[config.mk]
export PLATFORM = sky130hd
export DESIGN_NAME = key_debouncer
export DESIGN_NICKNAME = d
export VERILOG_FILES = /design/src/rtl/key_debouncer.sv
export SDC_FILE = /design/constraint.sdc
export NUM_CORES = 1
export LEC_CHECK = 0
export BUFFER_PORTS_ARGS = -buffer_cell sky130_fd_sc_hd__buf_2
export CAP_MARGIN = 10
export CORE_MARGIN = 1
export CORE_UTILIZATION = 54
export CTS_CLUSTER_SIZE = 20
export DETAILED_ROUTE_END_ITERATION = 8
export PLACE_DENSITY = 0.82
export SYNTH_ARGS = -nofsm -noshare
export SYNTH_HDL_FRONTEND = slang
export SYNTH_SLANG_ARGS = --single-unit
[constraint.sdc]
create_clock -name clk -period 6 [get_ports clk]
set_input_delay 1.2 -clock clk [delete_from_list [all_inputs] [get_ports clk]]
set_output_delay 1.2 -clock clk [all_outputs]
set_load 0.005 [all_outputs]
[src/rtl/key_debouncer.sv]
// key_debouncer: 2-flop synchronizer plus per-key stability counter; optional press pulse under KEY_DEBOUNCE_PRESS_EN
module key_debouncer #(
  parameter int NKEYS           = 4,
  parameter int DEBOUNCE_CYCLES = 500000,
  parameter int CNT_BITS        = 20
) (
  input  logic             clk,
  input  logic             reset,
  input  logic [NKEYS-1:0] keys_raw,
  output logic [NKEYS-1:0] keys,
  output logic [NKEYS-1:0] busy
`ifdef KEY_DEBOUNCE_PRESS_EN
  ,
  output logic [NKEYS-1:0] press
`endif
);
  localparam logic [CNT_BITS-1:0] LAST = CNT_BITS'(DEBOUNCE_CYCLES - 1);
  logic [NKEYS-1:0]    r_sync0;
  logic [NKEYS-1:0]    r_sync1;
  logic [NKEYS-1:0]    r_keys;
  logic [CNT_BITS-1:0] r_cnt [NKEYS];
`ifdef KEY_DEBOUNCE_PRESS_EN
  logic [NKEYS-1:0]    r_press;
  assign press = r_press;
`endif
  assign keys = r_keys;
  assign busy = r_sync1 ^ r_keys;
  // synchronize raw pins, then accept a new level once it has held for DEBOUNCE_CYCLES clocks
  always_ff @(posedge clk) begin
    if (reset) begin
      r_sync0 <= '1;
      r_sync1 <= '1;
      r_keys  <= '1;
      for (int i = 0; i < NKEYS; i++) r_cnt[i] <= '0;
`ifdef KEY_DEBOUNCE_PRESS_EN
      r_press <= '0;
`endif
    end else begin
      r_sync0 <= keys_raw;
      r_sync1 <= r_sync0;
`ifdef KEY_DEBOUNCE_PRESS_EN
      r_press <= '0;
`endif
      for (int i = 0; i < NKEYS; i++) begin
        if (r_sync1[i] == r_keys[i]) begin
          r_cnt[i] <= '0;
        end else if (r_cnt[i] == LAST) begin
          r_keys[i] <= r_sync1[i];
          r_cnt[i]  <= '0;
`ifdef KEY_DEBOUNCE_PRESS_EN
          r_press[i] <= ~r_sync1[i];
`endif
        end else begin
          r_cnt[i] <= r_cnt[i] + CNT_BITS'(1);
        end
      end
    end
  end
endmodule
==> impl_metrics.ini <==
[floorplanning]
ioPinCount = 14
rows = 34
die_w_um = 96.9
coreArea_sq_mm = 0.00872
die_h_um = 96.9
start_util = 0.558
dieArea_sq_mm = 0.00939

[sta]
fmax_mhz = 407
setup_ws_ns = 3.55
whs_ns = 0.421
setup_tns_ns = 0
setup_violations = 0
slew_viol_final = 0
period_needed_ns = 2.45
hold_viol = 0
slew_headroom = 0.256
worst_pin_slew_ns = 1.11
fin_crit_sh = 0.409
rsz0062_at_grt = false
fin_skew_ns = 0.0119

[layout]
diodes = 0
final_nets = 559
nFillCells = 677
drive_above_1_share = 0.101
syn_to_final_growth_pct = 13.2
stdcell_count = 662
regArea_sq_mm = 0.00264
multiInputGateArea_sq_mm = 0.00240
final_area_sq_mm = 0.00551

[placed_design]
numPortBuffers = 13
place_inst = 646
place_ws_ns = 3.23
placed_cell_area_sq_mm = 0.00532
place_congestion = 0.781
place_hpwl_um = 6310

[cts]
h-tree-depth = 3
cts_resized = 0
clk_latency_ns = 0.36
cts_setup_buffers = 0
cts_buffer_depth = 2
cts_root_buffer = clkbuf_8
cts_buffers = 9
cts_tree = done
hold_buffers = 0
cts_sinks = 92
clkTransAtPathRegs_ns = 0.08

[synthesis]
synth_top_area_cell = edfxtp_1
syn_area_per_cell_sq_um = 10.7
ys_top_cells_by_count = edfxtp_1, nor2_1, xnor2_1
yosysSeqAreaShare = 0.543
synth_most_common_cell = edfxtp_1
synth_top_area_share = 0.494
ys_ff_latch = 92
synthTopCellsByArea = edfxtp_1, xnor2_1, nor2_1, dfxtp_1, xor2_1
yosysWarnings = 0
synthFlopType = edfxtp_1
synth-async-reset-ratio = 0
postSynthCellCount = 454
syn-cell-area_sq_mm = 0.00486
synth-edff-count = 80
yosysUniqueCellTypes = 46

[global_route]
grt_usage = 0.192
grt_pass1_vias = 3335
grt_overflow = 0
grt_max_degree = 21
grt_pass1_wl_um = 14600
antenna_found_initial = 0

[critical_path]
required_ns = 6.06
endpoint_kind = flip-flop
arrival_ns = 2.51
critical_path_class = flip-flop to flip-flop
cp_max_fo = 17
ff2ff_setup_slack_ns = 3.55
crit_path_start_kind = flip-flop

[route]
met2_length_um = 4230
wl_um = 8560
routed_via_density = 5.32
ant_nets = 0
maxUsedRoutingLayer = met4
wl_met1_um = 3930
dr.pass1.iters = 4
num_vias = 3519
wl_per_cell_um = 12.9
drt_iter0_markers = 76
drc = 0
wl_met3_um = 280

[run_status]
status = completed

[pwr]
max-vdd-ir-drop_mv = 0.0946
p_leak_uw = 0.00184
p_per_area_mw_per_mm2 = 220

[run]
drv_cap = 0

[hold_path]
hp-class = flip-flop to flip-flop
## worst max-delay path, cell delays in order, from the launching register on
cell and delay [ns]:
edfxtp_1 0.47, nor4b_1 0.38, nand4_1 0.25, o21ai_1 0.92, nor2_1 0.14
## per-layer routing
metal | track usage | vias up
met4 | 0.0769 | 0
met5 | 0 | -
met1 | 0.244 | 1668
met3 | 0.0332 | 10
li1 | - | 1785
met2 | 0.324 | 56
## final cells by class
cell class / count / share of cell area
inverter: 18 / 0.0123
timing repair buffer: 14 / 0.0132
tap: 108 / 0.0245
clock inverter: 5 / 0.00954
multi-input combinational: 414 / 0.437
clock buffer: 11 / 0.0239
sequential: 92 / 0.480
## flip-flops by register name (all words and copies together) (netlist names)
register,cells
keys,4
r_sync0,4
r_sync1,4
r_cnt,80
## path summary, 6_finish.rpt
check / start / endpoint / depth (start not counted)
setup / recovery: r_cnt[3][12] / r_cnt[3][12] / 4
hold reg to reg: r_sync0[1] / r_sync1[1] / 1
setup reg to reg: r_cnt[3][12] / r_cnt[3][12] / 4
hold / removal: r_sync0[1] / r_sync1[1] / 1
## metrics by stage
| stage | total power (uW) | util |
|---|---|---|
| 6_report | 1210 | 0.631 |
| 5_1_grt | 1260 | 0.631 |
| 4_1_cts | 1220 | 0.631 |
| 3_5_place_dp | 821 | 0.610 |
| 3_3_place_gp | 816 | 0.610 |
| 2_1_floorplan | 803 | - |
## cell families (layout without fill, tap and decap cells)
family,count (synthesis),after routing,synth area share
buf+inv,27,48,0.0242
fa+ha+maj,4,4,0.0103
compound gates,32,32,0.0427
other cells,1,80,0.000771
mux,3,3,0.00617
simple gates,233,233,0.261
flops,92,92,0.543
xor+xnor,62,62,0.112
## layout by cell type, fill, tap and decap left out, types with 2 or more instances in the layout
cell type | netlist | routed
edfxtp_1 | 80 | 80
nor3_1 | 17 | 17
a21oi_1 | 12 | 12
ha_1 | 4 | 4
or4_1 | 9 | 9
o21ai_0 | 6 | 6
or2_2 | 9 | 9
o31ai_1 | 5 | 4
clkinv_2 | 0 | 2
and4_1 | 3 | 3
conb_1 | 1 | 80
nor2_2 | 10 | 10
inv_1 | 18 | 18
and2_1 | 2 | 2
nor4_1 | 20 | 20
nand4_1 | 24 | 24
dfxtp_1 | 12 | 12
and3_1 | 2 | 2
xor2_1 | 20 | 20
nand2_1 | 20 | 20
mux2i_1 | 3 | 3
or3_1 | 10 | 10
nor4b_1 | 3 | 3
clkbuf_1 | 4 | 2
buf_2 | 3 | 13
xnor2_1 | 42 | 42
nor2_1 | 67 | 67
nand4_2 | 3 | 3
clkbuf_8 | 0 | 9
nand3_1 | 27 | 27
## power breakdown
part / total, uW / internal, uW / leakage (uW) / switching, uW
logic: 57.2 / 23.7 / 0.000819 / 33.6
registers: 751 / 720 / 0.000924 / 30.4
clock network: 403 / 191 / 0.0000947 / 212
No activity file was read; power rests on OpenSTA's default activity.
